### src/rtl/mb_stream_packer_if.sv
// Stream-side bundle of mb_stream_packer: the macroblock-record FIFO read port
// and the 512-bit AXI-Stream style output.
interface mb_stream_packer_if;
  logic          fifo_empty;
  logic          fifo_rd;
  logic [1023:0] fifo_dout;
  logic          m_tvalid;
  logic          m_tready;
  logic [511:0]  m_tdata;
  logic          m_tlast;
  logic [3:0]    m_tuser;

  modport master (
    input  fifo_empty, fifo_dout, m_tready,
    output fifo_rd, m_tvalid, m_tdata, m_tlast, m_tuser
  );

  modport slave (
    output fifo_empty, fifo_dout, m_tready,
    input  fifo_rd, m_tvalid, m_tdata, m_tlast, m_tuser
  );
endinterface

### src/rtl/mb_stream_packer.sv
// Unpacks 7-word (1024-bit) macroblock records from a FIFO into 14 512-bit beats.
// Optional stall counter output is enabled by defining MB_STREAM_STALL_CNT_EN.
module mb_stream_packer (
  input  logic               clk,
  input  logic               rst_n,
  input  logic               start,
  input  logic [19:0]        mb_total,
  mb_stream_packer_if.master bus,
  output logic               busy,
  output logic               done
`ifdef MB_STREAM_STALL_CNT_EN
  ,
  output logic [31:0]        stall_cnt
`endif
);

  typedef enum logic [2:0] {
    IDLE    = 3'd0,
    RDEN    = 3'd1,
    LOAD    = 3'd2,
    SEND_LO = 3'd3,
    SEND_HI = 3'd4,
    DONE    = 3'd5
  } state_e;

  state_e        state_q, state_d;
  logic [1023:0] hold_q;
  logic [2:0]    word_idx_q;
  logic [19:0]   mb_cnt_q;
  logic [19:0]   mb_total_q;
  logic          done_q;

  logic          fifo_rd_s;
  logic          tvalid_s;
  logic [511:0]  tdata_s;
  logic          tlast_s;
  logic [3:0]    tuser_s;
  logic          hs_s;
  logic          mb_end_s;
  logic          final_beat_s;

  assign hs_s         = tvalid_s & bus.m_tready;
  assign mb_end_s     = (state_q == SEND_HI) && (word_idx_q == 3'd6);
  assign final_beat_s = mb_end_s && (mb_cnt_q == (mb_total_q - 20'd1));

  // State register
  always_ff @(posedge clk or negedge rst_n) begin
    if (!rst_n) begin
      state_q <= IDLE;
    end else begin
      state_q <= state_d;
    end
  end

  // Next-state logic
  always_comb begin
    state_d = state_q;
    case (state_q)
      IDLE: begin
        if (start) begin
          state_d = (mb_total == 20'd0) ? DONE : RDEN;
        end else begin
          state_d = IDLE;
        end
      end
      RDEN: begin
        if (!bus.fifo_empty) begin
          state_d = LOAD;
        end else begin
          state_d = RDEN;
        end
      end
      LOAD:    state_d = SEND_LO;
      SEND_LO: begin
        if (hs_s) begin
          state_d = SEND_HI;
        end else begin
          state_d = SEND_LO;
        end
      end
      SEND_HI: begin
        if (hs_s) begin
          state_d = final_beat_s ? DONE : RDEN;
        end else begin
          state_d = SEND_HI;
        end
      end
      DONE:    state_d = IDLE;
      default: state_d = IDLE;
    endcase
  end

  // Output decode; beat fields are zero whenever no beat is presented
  always_comb begin
    fifo_rd_s = 1'b0;
    tvalid_s  = 1'b0;
    tdata_s   = 512'd0;
    tlast_s   = 1'b0;
    tuser_s   = 4'd0;
    case (state_q)
      RDEN: begin
        fifo_rd_s = ~bus.fifo_empty;
      end
      SEND_LO: begin
        tvalid_s = 1'b1;
        tdata_s  = hold_q[511:0];
        tuser_s  = {word_idx_q, 1'b0};
      end
      SEND_HI: begin
        tvalid_s = 1'b1;
        tdata_s  = hold_q[1023:512];
        tuser_s  = {word_idx_q, 1'b1};
        tlast_s  = (word_idx_q == 3'd6);
      end
      default: begin
        fifo_rd_s = 1'b0;
      end
    endcase
  end

  assign bus.fifo_rd  = fifo_rd_s;
  assign bus.m_tvalid = tvalid_s;
  assign bus.m_tdata  = tdata_s;
  assign bus.m_tlast  = tlast_s;
  assign bus.m_tuser  = tuser_s;
  assign busy         = (state_q != IDLE);
  assign done         = done_q;

  // Frame datapath: word capture, beat/macroblock counters, done pulse
  always_ff @(posedge clk or negedge rst_n) begin
    if (!rst_n) begin
      hold_q     <= 1024'd0;
      word_idx_q <= 3'd0;
      mb_cnt_q   <= 20'd0;
      mb_total_q <= 20'd0;
      done_q     <= 1'b0;
    end else begin
      if ((state_q == IDLE) && start) begin
        mb_total_q <= mb_total;
        word_idx_q <= 3'd0;
        mb_cnt_q   <= 20'd0;
      end
      if (state_q == LOAD) begin
        hold_q <= bus.fifo_dout;
      end
      if ((state_q == SEND_HI) && hs_s) begin
        word_idx_q <= (word_idx_q == 3'd6) ? 3'd0 : (word_idx_q + 3'd1);
        if (mb_end_s) begin
          mb_cnt_q <= mb_cnt_q + 20'd1;
        end
      end
      done_q <= (state_q == DONE);
    end
  end

`ifdef MB_STREAM_STALL_CNT_EN
  logic [31:0] stall_cnt_q;

  // Back-pressure cycle counter, saturating
  always_ff @(posedge clk or negedge rst_n) begin
    if (!rst_n) begin
      stall_cnt_q <= 32'd0;
    end else if ((state_q == IDLE) && start) begin
      stall_cnt_q <= 32'd0;
    end else if (tvalid_s && !bus.m_tready && (stall_cnt_q != 32'hFFFF_FFFF)) begin
      stall_cnt_q <= stall_cnt_q + 32'd1;
    end
  end

  assign stall_cnt = stall_cnt_q;
`endif

endmodule

### src/flat_wrapper.sv
// flat-port wrapper written by rule: the top's interface ports become plain ports
module mb_stream_packer_flat 
  (clk, rst_n, start, mb_total, busy, done, bus_fifo_empty, bus_fifo_dout, bus_m_tready, bus_fifo_rd, bus_m_tvalid, bus_m_tdata, bus_m_tlast, bus_m_tuser);
  mb_stream_packer_if bus_i ();
  input  logic clk;
  input  logic rst_n;
  input  logic start;
  input  logic [19:0] mb_total;
  output logic busy;
  output logic done;
  input wire logic [$bits(bus_i.fifo_empty)-1:0] bus_fifo_empty;
  input wire logic [$bits(bus_i.fifo_dout)-1:0] bus_fifo_dout;
  input wire logic [$bits(bus_i.m_tready)-1:0] bus_m_tready;
  output wire logic [$bits(bus_i.fifo_rd)-1:0] bus_fifo_rd;
  output wire logic [$bits(bus_i.m_tvalid)-1:0] bus_m_tvalid;
  output wire logic [$bits(bus_i.m_tdata)-1:0] bus_m_tdata;
  output wire logic [$bits(bus_i.m_tlast)-1:0] bus_m_tlast;
  output wire logic [$bits(bus_i.m_tuser)-1:0] bus_m_tuser;
  assign bus_i.fifo_empty = bus_fifo_empty;
  assign bus_i.fifo_dout = bus_fifo_dout;
  assign bus_i.m_tready = bus_m_tready;
  assign bus_fifo_rd = bus_i.fifo_rd;
  assign bus_m_tvalid = bus_i.m_tvalid;
  assign bus_m_tdata = bus_i.m_tdata;
  assign bus_m_tlast = bus_i.m_tlast;
  assign bus_m_tuser = bus_i.m_tuser;
  mb_stream_packer u_core (.clk(clk), .rst_n(rst_n), .start(start), .mb_total(mb_total), .bus(bus_i), .busy(busy), .done(done));
endmodule
### config.mk
export PLATFORM = sky130hd
export DESIGN_NAME = mb_stream_packer_flat
export DESIGN_NICKNAME = d
export VERILOG_FILES = /design/src/rtl/mb_stream_packer_if.sv /design/src/rtl/mb_stream_packer.sv /design/src/flat_wrapper.sv
export SDC_FILE = /design/constraint.sdc
export NUM_CORES = 2
export LEC_CHECK = 0
export ABC_CLOCK_PERIOD_IN_PS = 6700
export CORE_AREA = 5 5 615 617
export CTS_CLUSTER_DIAMETER = 50
export DETAILED_ROUTE_END_ITERATION = 12
export DIE_AREA = 0 0 620 622
export DONT_BUFFER_PORTS = 1
export GPL_ROUTABILITY_DRIVEN = 0
export GPL_TIMING_DRIVEN = 1
export PLACE_DENSITY = 0.37
export SETUP_SLACK_MARGIN = 0.4
export SLEW_MARGIN = 20
export SYNTH_ARGS = -nofsm -noshare
export SYNTH_HDL_FRONTEND = slang
export SYNTH_SLANG_ARGS = --single-unit
### constraint.sdc
create_clock -name clk -period 6.7 [get_ports clk]
set_input_delay 1.34 -clock clk [delete_from_list [all_inputs] [get_ports clk]]
set_output_delay 1.34 -clock clk [all_outputs]
set_load 0.05 [all_outputs]
==> results.py <==
metrics = {
    "run_status": {
        "status": "finished, final reports clean",
    },
    "floorplanning": {
        "dieHeight_um": 622,
        "io_pins": 1570,
        "rows": 224,
        "die_area_um2": 386000,
        "core_area_um2": 371000,
        "start_util": 0.123,
        "dieWidth_um": 620,
    },
    "power_and_ir_drop": {
        "combPwrFrac": 0.360,
        "p_switching_w": 0.0173,
        "ir_drop_uv": 293,
        "p_sw_frac": 0.444,
        "clkPwrFrac": 0.278,
        "sequentialPowerShare": 0.362,
        "power_density_nw_per_um2": 660,
        "p_int_w": 0.0216,
        "leakage_nw": 22.8,
    },
    "logic_synthesis": {
        "yosys_warnings": 0,
        "syn_avg_cell_area_um2": 14.4,
        "synth_seq_cells": 1071,
        "synthesis.nets": 4200,
        "synth-edff-count": 0,
        "synthArstFlopShare": 1.00,
        "synth.yosys.seq_area_share": 0.589,
        "yosysUniqueCellTypes": 51,
        "syn_area_um2": 45500,
        "yosys_most_used_dff": "dfrtp_1",
        "syn_inst": 3149,
    },
    "cts": {
        "post_cts_resized": 0,
        "cts_inserted_buffers": 199,
        "clockBufferDepth": 4,
        "postCtsSetupRepairBufs": 0,
        "numClockSinks": 1071,
        "clock-root-buffer": "clkbuf_16",
        "cts_tree": "done",
        "clk_pin_slew_worst_paths_ns": 0.06,
        "cts_hold_buf": 0,
        "h-tree-depth": 4,
        "clk_latency_ns": 0.91,
    },
    "final_layout": {
        "final_cells": 8386,
        "layout.nets": 4229,
        "fill_cells": 40800,
        "syn_to_final_growth_pct": 29.6,
        "ff_latch_area_um2": 26800,
        "layout-drive-gt1-share": 0.441,
        "multiInputGateArea_um2": 17700,
        "finalCoreUtilization": 0.159,
    },
    "route": {
        "vias": 30900,
        "met2_length_um": 149000,
        "ant_nets": 0,
        "vias_per_cell": 3.68,
        "post_drt_wl_per_cell_um": 35.7,
        "highest_layer": "met5",
        "post-route-drc-count": 0,
        "drt_pass1_iterations": 5,
        "wirelength_um": 299000,
        "first_iter_violations": 2638,
        "met1_length_um": 106000,
        "dr_wl_met3_um": 29700,
    },
    "timing": {
        "final.setup.tns_ns": 0,
        "final_hold_viol_count": 0,
        "timing.fmax_mhz": 182,
        "rsz0062_at_grt": "false",
        "fin_skew_ns": 0.106,
        "period_needed_ns": 5.50,
        "finalSetupViolCount": 0,
        "slew_headroom": 0.140,
        "hold_ws_ns": 0.243,
        "maxSlewViolCount": 0,
        "finalCritPeriodShare": 0.821,
        "worst_pin_slew_ns": 1.29,
    },
    "setup_path": {
        "critical-path-top-delay-family": "compound AO/OA/AOI/OAI gates",
        "slowest_stage": "a22o_1",
        "cp.required_ns": 5.36,
        "path_class": "flop to output pin",
        "crit_chain": "inv_1, and3_4, buf_12, a22o_1",
        "endpoint_kind": "output pin",
        "cp-start-kind": "flop",
        "worst-path-buf-inv": 2,
        "cpPeakStageDelay_ns": 0.85,
        "crit_fanout": 143,
        "crit_arrival_ns": 4.16,
    },
    "global_routing": {
        "antenna_found_initial": 261,
        "grt_pass1_wl_um": 372000,
        "gr-total-overflow": 0,
        "grt_max_degree": 211,
        "grt_pass1_vias": 30600,
        "grt_usage": 0.148,
    },
    "placement": {
        "dp_cells": 7945,
        "hpwl_um": 245000,
        "port_buffers": 0,
    },
    "min_path": {
        "hp-class": "input port to asynchronous set/reset pin",
    },
    "flow_run": {
        "maxCapViolations": 0,
    },
}
==> cells in the final DEF (no fill, tap or decap), drive strengths merged, types with 15 or more instances in the layout <==
| master | Yosys | routed |
|---|---|---|
| a22o | 513 | 513 |
| buf | 42 | 76 |
| bufinv | 0 | 28 |
| clkbuf | 206 | 239 |
| clkinv | 0 | 39 |
| clkinvlp | 0 | 24 |
| dfrtp | 1071 | 1071 |
| diode | 0 | 72 |
| inv | 10 | 45 |
| mux2 | 1024 | 1024 |
| nand2 | 78 | 78 |
| nor2 | 22 | 22 |
| nor3 | 15 | 15 |
| nor4 | 16 | 16 |
| o21ai | 21 | 21 |
==> final cells by class <==
cell class              count  area share
clock buffers             239      0.0906
multi-input cells        1820       0.300
well taps                4972       0.105
repair buffers             76      0.0159
diodes                     72     0.00305
inverters                  10    0.000764
flip-flops and latches   1071       0.454
clock inverters           126      0.0295
==> stage by stage <==
stage	cell area, µm²	total power, W	worst slack [ns]
after CTS	58700	0.0397	1.07
after global placement	51600	0.0286	1.99
after floorplan	45500	0.0222	2.94
final	59000	0.0389	1.20
after global routing	58900	0.0405	1.01
after detailed placement	51600	0.0286	2.04
==> per-layer routing <==
layer  GRT usage  vias to the layer above
met5           0                        -
met4      0.0522                      152
met3      0.0646                      690
met2       0.259                     1857
met1       0.158                    16200
li1            -                    12000
==> sequential cells by signal, indices dropped and copies added, names as in the netlist <==
name	cells
u_core.hold_q	1024
u_core.mb_cnt_q	20
u_core.mb_total_q	20
u_core.state_q	3
u_core.word_idx_q	3
u_core.done	1
==> final timing paths <==
kind	startpoint	endpoint	slack [ns]	cells past startpoint
max in group asynchronous	rst_n	u_core.hold_q[617]$_DFFE_PN0P_	3.66	4
min reg2reg	u_core.hold_q[816]$_DFFE_PN0P_	u_core.hold_q[816]$_DFFE_PN0P_	0.50	1
min	rst_n	u_core.mb_total_q[7]$_DFFE_PN0P_	0.24	0
min in group clk	u_core.hold_q[816]$_DFFE_PN0P_	u_core.hold_q[816]$_DFFE_PN0P_	0.50	1
max	u_core.state_q[2]$_DFF_PN0_	bus_m_tdata[123]	1.20	4
max reg2reg	u_core.state_q[2]$_DFF_PN0_	u_core.mb_cnt_q[15]$_DFF_PN0_	3.51	7
==> cell usage after synthesis (all sizes together) (2+ instances only) <==
| master | instances | share of area |
|---|---|---|
| a211oi | 3 | 0.00060 |
| a21oi | 11 | 0.0013 |
| a22o | 513 | 0.099 |
| a41oi | 2 | 0.00039 |
| and2 | 4 | 0.00055 |
| and3 | 9 | 0.0012 |
| buf | 42 | 0.0047 |
| clkbuf | 206 | 0.017 |
| dfrtp | 1071 | 0.59 |
| ha | 2 | 0.00055 |
| inv | 10 | 0.00083 |
| mux2 | 1024 | 0.25 |
| mux2i | 10 | 0.0022 |
| nand2 | 78 | 0.0064 |
| nand2b | 3 | 0.00041 |
| nand3 | 14 | 0.0017 |
| nand4 | 9 | 0.0012 |
| nor2 | 22 | 0.0018 |
| nor3 | 15 | 0.0018 |
| nor3b | 4 | 0.00066 |
| nor4 | 16 | 0.0023 |
| nor4b | 2 | 0.00039 |
| o211ai | 2 | 0.00033 |
| o21ai | 21 | 0.0023 |
| o31ai | 2 | 0.00033 |
| or2 | 2 | 0.00027 |
| or3 | 6 | 0.00083 |
| or3b | 2 | 0.00039 |
| or4 | 8 | 0.0013 |
| xnor2 | 14 | 0.0027 |
| xor2 | 10 | 0.0019 |
==> cell families after synthesis <==
logic type,after synthesis,share of synthesized area
AND/OR/NAND/NOR,197,0.0219
XOR/XNOR,24,0.00462
buffers and inverters,258,0.0225
flip-flops,1071,0.589
adder cells (fa/ha/maj),2,0.000550
AO/OA/AOI/OAI,563,0.106
multiplexers,1034,0.256
==> power by group through the flow <==
stage / sequential [W] / clock [W] / combinational (W)
6_report: 0.0141 / 0.0108 / 0.0140
5_1_grt: 0.0144 / 0.0114 / 0.0147
4_1_cts: 0.0143 / 0.0112 / 0.0143
3_5_place_dp: 0.0144 / 0 / 0.0142
3_3_place_gp: 0.0146 / 0 / 0.0140
2_1_floorplan: 0.0111 / 0 / 0.0111
==> worst register-to-register path, cell delays in order, from the launching register on <==
cell	delay [ns]
dfrtp_1	0.58
or3b_1	0.56
inv_8	0.58
nand3_2	0.38
nor4_2	0.44
and2b_1	0.26
nand3_1	0.12
mux2i_1	0.13
Power figures use the tool's default switching activity.
